<file path="src/rtl/drive_pkg.sv">
// drive_pkg: shared state encoding and datapath widths for drive_sched
package drive_pkg;
    localparam int TORQUE_W = 12;
    localparam int CAD_W    = 5;
    localparam int INCL_W   = 13;
    localparam int SCALE_W  = 3;
    localparam int CURR_W   = 12;
    typedef enum logic [2:0] {IDLE, LAUNCH, WAIT, SLEW, ZERO} state_t;
endpackage

</file>
<file path="src/rtl/drive_sched_slew_lim.sv">
// slew_lim: next applied current, moving cur toward raw by at most STEP
module slew_lim import drive_pkg::*; #(
    parameter logic [CURR_W-1:0] STEP = 12'h040
) (
    input  logic [CURR_W-1:0] cur,
    input  logic [CURR_W-1:0] raw,
    output logic [CURR_W-1:0] nxt
);
    logic [CURR_W-1:0] up;
    logic [CURR_W-1:0] dn;
    // step is clamped to the remaining distance, so neither direction can wrap
    always_comb begin
        up  = raw - cur;
        dn  = cur - raw;
        nxt = raw > cur ? (up > STEP ? cur + STEP : raw) : (dn > STEP ? cur - STEP : raw);
    end
endmodule

</file>
<file path="src/rtl/drive_sched.sv">
// drive_sched: periodic desiredDrive launch, result slew limiting and core-timeout fault
module drive_sched import drive_pkg::*; #(
    parameter int                TICK_DIV     = 1024,
    parameter logic [CURR_W-1:0] SLEW_STEP    = 12'h040,
    parameter int                CORE_TIMEOUT = 15
) (
    input  logic                clk,
    input  logic                rst,
    input  logic                en,
    input  logic [TORQUE_W-1:0] avg_torque,
    input  logic [CAD_W-1:0]    cadence,
    input  logic                not_pedaling,
    input  logic [INCL_W-1:0]   incline,
    input  logic [SCALE_W-1:0]  scale,
    output logic [TORQUE_W-1:0] dd_avg_torque,
    output logic [CAD_W-1:0]    dd_cadence,
    output logic                dd_not_pedaling,
    output logic [INCL_W-1:0]   dd_incline,
    output logic [SCALE_W-1:0]  dd_scale,
    output logic                dd_start,
    input  logic                dd_done,
    input  logic [CURR_W-1:0]   dd_target_curr,
    output logic [CURR_W-1:0]   target_curr,
    output logic                tgt_vld,
    output logic                fault
);
    localparam int TW = $clog2(TICK_DIV);
    localparam int WW = $clog2(CORE_TIMEOUT + 1);
    state_t            state;
    logic [TW-1:0]     cnt;
    logic [WW-1:0]     wcnt;
    logic [CURR_W-1:0] raw;
    logic [CURR_W-1:0] nxt;
    logic              tmo;
    logic              tick;
    assign tick = cnt == TW'(TICK_DIV - 1);
    slew_lim #(.STEP(SLEW_STEP)) u_slew (.cur(target_curr), .raw(raw), .nxt(nxt));
    // free-running evaluation period counter
    always_ff @(posedge clk or posedge rst) begin
        if (rst) cnt <= '0;
        else cnt <= tick ? '0 : cnt + 1'b1;
    end
    // evaluation sequencer; tmo carries a timeout into ZERO so fault and the zeroed target land together
    always_ff @(posedge clk or posedge rst) begin
        if (rst) begin
            state           <= IDLE;
            wcnt            <= '0;
            raw             <= '0;
            tmo             <= 1'b0;
            dd_avg_torque   <= '0;
            dd_cadence      <= '0;
            dd_not_pedaling <= 1'b0;
            dd_incline      <= '0;
            dd_scale        <= '0;
            dd_start        <= 1'b0;
            target_curr     <= '0;
            tgt_vld         <= 1'b0;
            fault           <= 1'b0;
        end else begin
            dd_start <= 1'b0;
            tgt_vld  <= 1'b0;
            case (state)
                IDLE: if (tick && !fault) begin
                    if (!en) begin
                        raw   <= '0;
                        state <= SLEW;
                    end else begin
                        dd_avg_torque   <= avg_torque;
                        dd_cadence      <= cadence;
                        dd_not_pedaling <= not_pedaling;
                        dd_incline      <= incline;
                        dd_scale        <= scale;
                        dd_start        <= !not_pedaling;
                        state           <= not_pedaling ? ZERO : LAUNCH;
                    end
                end
                LAUNCH: begin
                    wcnt  <= '0;
                    state <= WAIT;
                end
                WAIT: if (dd_done) begin
                    raw   <= dd_target_curr;
                    state <= SLEW;
                end else if (wcnt == WW'(CORE_TIMEOUT - 1)) begin
                    tmo   <= 1'b1;
                    state <= ZERO;
                end else begin
                    wcnt <= wcnt + 1'b1;
                end
                SLEW: begin
                    target_curr <= nxt;
                    tgt_vld     <= 1'b1;
                    state       <= IDLE;
                end
                ZERO: begin
                    target_curr <= '0;
                    tgt_vld     <= 1'b1;
                    fault       <= fault | tmo;
                    tmo         <= 1'b0;
                    state       <= IDLE;
                end
                default: state <= IDLE;
            endcase
        end
    end
endmodule
</file>
<file path="config.mk">
export PLATFORM = sky130hd
export DESIGN_NAME = drive_sched
export DESIGN_NICKNAME = d
export VERILOG_FILES = /design/src/rtl/drive_pkg.sv /design/src/rtl/drive_sched_slew_lim.sv /design/src/rtl/drive_sched.sv
export SDC_FILE = /design/constraint.sdc
export NUM_CORES = 1
export LEC_CHECK = 0
export BUFFER_PORTS_ARGS = -buffer_cell sky130_fd_sc_hd__buf_2
export CORE_MARGIN = 8
export CORE_UTILIZATION = 60
export DETAILED_ROUTE_END_ITERATION = 10
export GPL_TIMING_DRIVEN = 0
export HOLD_SLACK_MARGIN = 0.05
export PLACE_DENSITY = 0.86
export SLEW_MARGIN = 20
export SYNTH_ARGS = -nofsm -noshare
export SYNTH_HDL_FRONTEND = slang
export SYNTH_SLANG_ARGS = --single-unit
</file>
<file path="constraint.sdc">
create_clock -name clk -period 6.8 [get_ports clk]
set_input_delay 1.02 -clock clk [delete_from_list [all_inputs] [get_ports clk]]
set_output_delay 1.02 -clock clk [all_outputs]
set_load 0.1 [all_outputs]
</file>
## Word level (Yosys, flattened, before mapping)

Index checks and enable logic that the tools add are counted.

| storage, ports and cells | value |
|---|---|
| register bits after elaboration | 79 |
| bits in latches | 0 |
| memory bits (writable) | 0 |
| memory bits (read-only) | 0 |
| output and inout bits | 49 |
| logic and storage cells | 76 |
| memories | 0 |

| operators by class | value |
|---|---|
| add/subtract/negate cells | 6 |
| multiply operators | 0 |
| divide/modulo/power cells | 0 |
| order comparisons | 3 |
| eq/ne operators | 13 |
| shift-type cells | 0 |
| multiplexer cells | 25 |
| bitwise gates (word level) | 1 |
| reduce and logical (&&, ||, !) cells | 14 |

Operator list:

| operator | count |
|---|---|
| 12-bit two-way mux | 6 |
| 12-bit case mux with 2 select lines | 2 |
| 12-bit by 7-bit greater-than comparator with 1-bit output, second input constant | 2 |
| 12-bit subtractor | 2 |
| 3-bit two-way mux | 5 |
| 12-bit by 7-bit adder with 12-bit output, second input constant | 1 |
| 12-bit greater-than comparator | 1 |
| 2-bit inequality test, second input constant | 6 |
| 12-bit by 7-bit subtractor with 12-bit output, second input constant | 1 |
| 10-bit by 1-bit adder with 10-bit output, second input constant | 1 |
| 10-bit equality test, second input constant | 1 |
| 10-bit two-way mux | 1 |
| 3-bit case mux with 3 select lines | 1 |
| 3-bit AND reduction | 3 |
| 4-bit two-way mux | 2 |
| 4-bit case mux with 2 select lines | 1 |
| 2-bit nonzero test | 4 |
| 3-bit by 2-bit equality test with 1-bit output, second input constant | 2 |
| 1-bit two-way mux | 6 |
| 4-bit by 1-bit adder with 4-bit output, second input constant | 1 |
| 4-bit equality test, second input constant | 1 |
| 4-bit AND reduction | 1 |
| 3-bit by 1-bit equality test with 1-bit output, second input constant | 1 |
| 3-bit equality test, second input constant | 1 |
| 8 further kinds | 9 |

## Logic depth before layout (Yosys ltp)

| depth | value |
|---|---|
| depth after elaboration | 5 |
| mapped depth | 13 |
| gate-level depth less buffers | 12 |

## By module

Synthesis repeated with hierarchy kept, for this count alone.

| second synthesis, totals | value |
|---|---|
| cell total of the unflattened synthesis | 496 |
| area, all modules | 4981.0 µm² |

By module, submodules not included:

| module | times used | cells each | area an instance (µm²) |
|---|---|---|---|
| drive_sched | 1 | 282 | 3415.8 |
| slew_lim | 1 | 214 | 1565.3 |

## Worst setup path after synthesis

OpenSTA, ideal clock, no wires.

| timing path | value |
|---|---|
| path kind | flip-flop to flip-flop |
| start | register target_curr[4] |
| end | register target_curr[6] |
| arrival time | 3.560 ns |
| required time | 6.669 ns |
| slack | 3.110 ns |
| cell stages (with the launch flop) | 14 |
| buffers on the path | 2 |
| clock period less this slack | 3.690 ns |
| cell sequence | dfrtp_1 -> inv_1 -> ha_1 -> buf_6 -> and2_1 -> buf_6 -> and3_1 -> a221oi_1 -> mux2_1 -> o21ai_1 -> nand2_1 -> o32ai_4 -> mux2i_1 -> o22ai_1 |

| on the way | value |
|---|---|
| longest elaborated chain between the ends | 5 |

RTL lines:

| element | RTL line | source |
|---|---|---|
| from (decl) | drive_sched.sv:23 | `output logic [CURR_W-1:0] target_curr,` |
| from (signal assigned) | drive_sched.sv:91 | `target_curr <= nxt;` |
| 12-bit subtractor, on equally long branches | drive_sched_slew_lim.sv:14, drive_sched_slew_lim.sv:13 |  |
| 12-bit by 7-bit greater-than comparator with 1-bit output | drive_sched_slew_lim.sv:15 | `nxt = raw > cur ? (up > STEP ? cur + STEP : raw) : (dn > STEP ? cur - STEP : raw);` |
| 12-bit two-way mux | drive_sched_slew_lim.sv:15 |  |
| 12-bit two-way mux (*) | drive_sched_slew_lim.sv:15 |  |
| 12-bit case mux with 2 select lines (*) | drive_sched.sv:62 | `case (state)` |

Mark *: on every way between the ends. The rest lies on a longest branch, timed or not.
A chain may end at the register's enable or synchronous reset.

## Final worst setup path

Same ends and word-level chain as after synthesis.

==> metrics.txt <==
result of the run=finished, final reports clean; Min-Delay Startpoint=tmo; standard cell with the maximum stage delay on the critical path=a221oi_1; DPL Wire Length=9.40 mm; max-slew violations=0; critical path launch point type=flop; Final Non-Filler Cells=709; mean instance size in the synthesized netlist=9.71 sq um; Tcrit/Tclk final=0.529; pin count of the biggest net entering global routing=42; Worst Max-Slew Pin Slew=0.977 ns; dominant combinational cell family by area after synthesis=simple AND/OR/NAND/NOR gates; Fmax achieved=278 MHz; Synth area leaders=dfrtp_1, mux2_2, ha_1; Die X-Extent=105 microns; number of warning messages in the yosys log=0; total clock buffers created by CTS=9; Mapped Cells=491; synth-to-layout area growth=17.7%; minimum clock period after layout=3.60 ns; post-CTS setup buffer count=0; hold-fix buffer count after cts=0; share of synthesized cell area in full adder, half adder and majority cells=0.0777; Async S/R FF share, synth=1.00; post-layout net count=680; number of buffer cells added on primary ports=98; final std cell area, no fill=5610 sq um; fraction of synthesized cell area taken by the top area cell type=0.415; global route total overflow=0; via count of the first global-routing pass=4370; die height=105 microns; max_slew headroom=0.344; startpoint of the lowest-slack register-to-register path=target_curr[4]; Row Count=32; GPL Wtd Cong=0.939; TritonCTS clock tree=done; starting utilization of the core area=0.617; count of clock tree sinks=79; setup repair after global routing missed its margin=no; share of the yosys chip area belonging to registers=0.415; hold violation count in the final report=0; combined area of all synthesized cells=4770 sq um; number of violations of the max-capacitance limit=0; total via count after detailed routing=4123; library cell occupying the most area in the post-synthesis netlist=dfrtp_1; area fraction in and, or, nand and nor cells after synthesis=0.157; xor and xnor fraction of the mapped netlist area=0.0404; EDFF count, synth=0; Final Routed Wirelength=12.1 mm; total core area=7730 sq um; worst-path cell chain=inv_1, ha_1, buf_6, and2_1, buf_6, and3_1, a221oi_1, mux2_1, o21ai_1, nand2_1, o32ai_4, mux2i_1, o22ai_1; Worst-path clk slew=0.09 ns; buffer depth of the longest clock path=2; post-route clock skew=0.0172 ns; cell area after placement=5410 sq um; prevailing post-synth register cell=dfrtp_1; First DRT Iteration DRCs=246; final-layout setup total negative slack=0 ns; leakage=2.90 nW; final number of setup-violating endpoints=0; delay-heaviest family, CP=compound AO/OA/AOI/OAI gates; count of state elements after synthesis=79; antenna-violating nets left=0; net count of the mapped netlist=570; Vias/cell=5.82; post-synthesis mux area share=0.108; layout cells sized above 1=0.271; endpoint arrival time on the critical path=3.82 ns; routed wire length per instance=17.1 microns; compound-gate portion of the synthesized area=0.157; max incr delay on CP=0.60 ns; critical path data required time=7.02 ns; Boundary Pins=99; CTS Root Cell=clkbuf_8; number of distinct library cell variants in the gate-level netlist after synthesis=59; DRC violations left=0; GR Util All Layers=0.221; Critical Path Source=target_curr[4]; antenna violations before repair=0; H-tree Lvls=3; Gates resized, CTS repair=0; most used standard cells in the synthesized netlist=dfrtp_1, nand2_1, mux2_2, inv_1, ha_1; top-count cell post-synth=dfrtp_1; wire length of the first global-routing pass=20.5 mm; total power per unit cell area=488 nW/um^2; drt pass-1 iters=5; Inst Count DP=692; class of the tightest hold or removal check=reg2reg; maximum net fanout on the critical path=9; Peak supply drop=0.243 mV; area of the die=11100 sq um; cell seen most often among critical-path stages=buf_6; combined buffer and inverter count along the critical path=3; category of the worst setup path capture point=flop; category of the critical setup timing path=reg2reg; insertion delay of the later-clocked pin in the worst-skew pair=0.36 ns
[final timing paths]
check / endpoint / slack, ns / depth (start not counted)
worst min register to register: fault / 0.49 / 1
min in group asynchronous: dd_incline[9] / 0.70 / 2
worst min-delay path: fault / 0.49 / 1
max in group asynchronous: cnt[3] / 5.50 / 3
worst max-delay path: target_curr[6] / 3.20 / 13
worst max register to register: target_curr[6] / 3.20 / 13
[layer usage]
layer  track usage  vias up  share of wire
met2         0.395      140           0.51
li1              -     1963              -
met3        0.0614       22          0.068
met1         0.247     1998           0.40
met5             0        -              0
met4        0.0785        0          0.020
[placed cells by master (no fill, tap or decap), types with 15 or more instances in the layout]
| master | n |
|---|---|
| nor2_1 | 25 |
| dfrtp_1 | 79 |
| mux2_2 | 34 |
| clkbuf_1 | 15 |
| nand3_1 | 25 |
| buf_2 | 103 |
| inv_1 | 30 |
| ha_1 | 28 |
| a21oi_1 | 22 |
| o21ai_0 | 26 |
| nand2_1 | 51 |
[layout make-up]
class,instances,area [sq um]
antenna,1,2.50
buffer,21,100
clock buffer,11,141
clock inverter,5,57.6
fill,544,2120
inverter,31,119
multi-input combinational,360,2570
sequential,79,1980
tap,102,128
timing repair buffer,99,510
[sequential cells by signal, indices dropped and copies added, names as in the netlist]
name             count
dd_scale             3
wcnt                 4
tmo                  1
target_curr         12
fault                1
dd_incline          13
dd_not_pedaling      1
cnt                 10
dd_start             1
dd_cadence           5
state                3
tgt_vld              1
raw                 12
dd_avg_torque       12
[where the power goes]
part	leakage (nW)	internal (mW)	switching [mW]	total (mW)
Clock	0.0916	0.179	0.167	0.346
Combinational	1.74	0.642	1.14	1.78
Sequential	1.07	0.537	0.0769	0.614
[cell families after synthesis]
logic type / Yosys count
buffers and inverters: 52
XOR/XNOR: 22
flip-flops: 79
AO/OA/AOI/OAI: 109
multiplexers: 47
AND/OR/NAND/NOR: 153
adder cells (fa/ha/maj): 29
[metrics by stage]
step	hold WS (ns)	setup WS, ns	power, mW	util
after floorplan	0.445	3.11	1.99	-
after detailed placement	0.467	3.26	2.35	0.700
final	0.492	3.20	2.74	0.726
after global routing	0.509	3.00	2.93	0.726
after CTS	0.496	3.23	2.71	0.726
after global placement	0.459	2.94	2.28	0.697
Power figures use the tool's default switching activity.
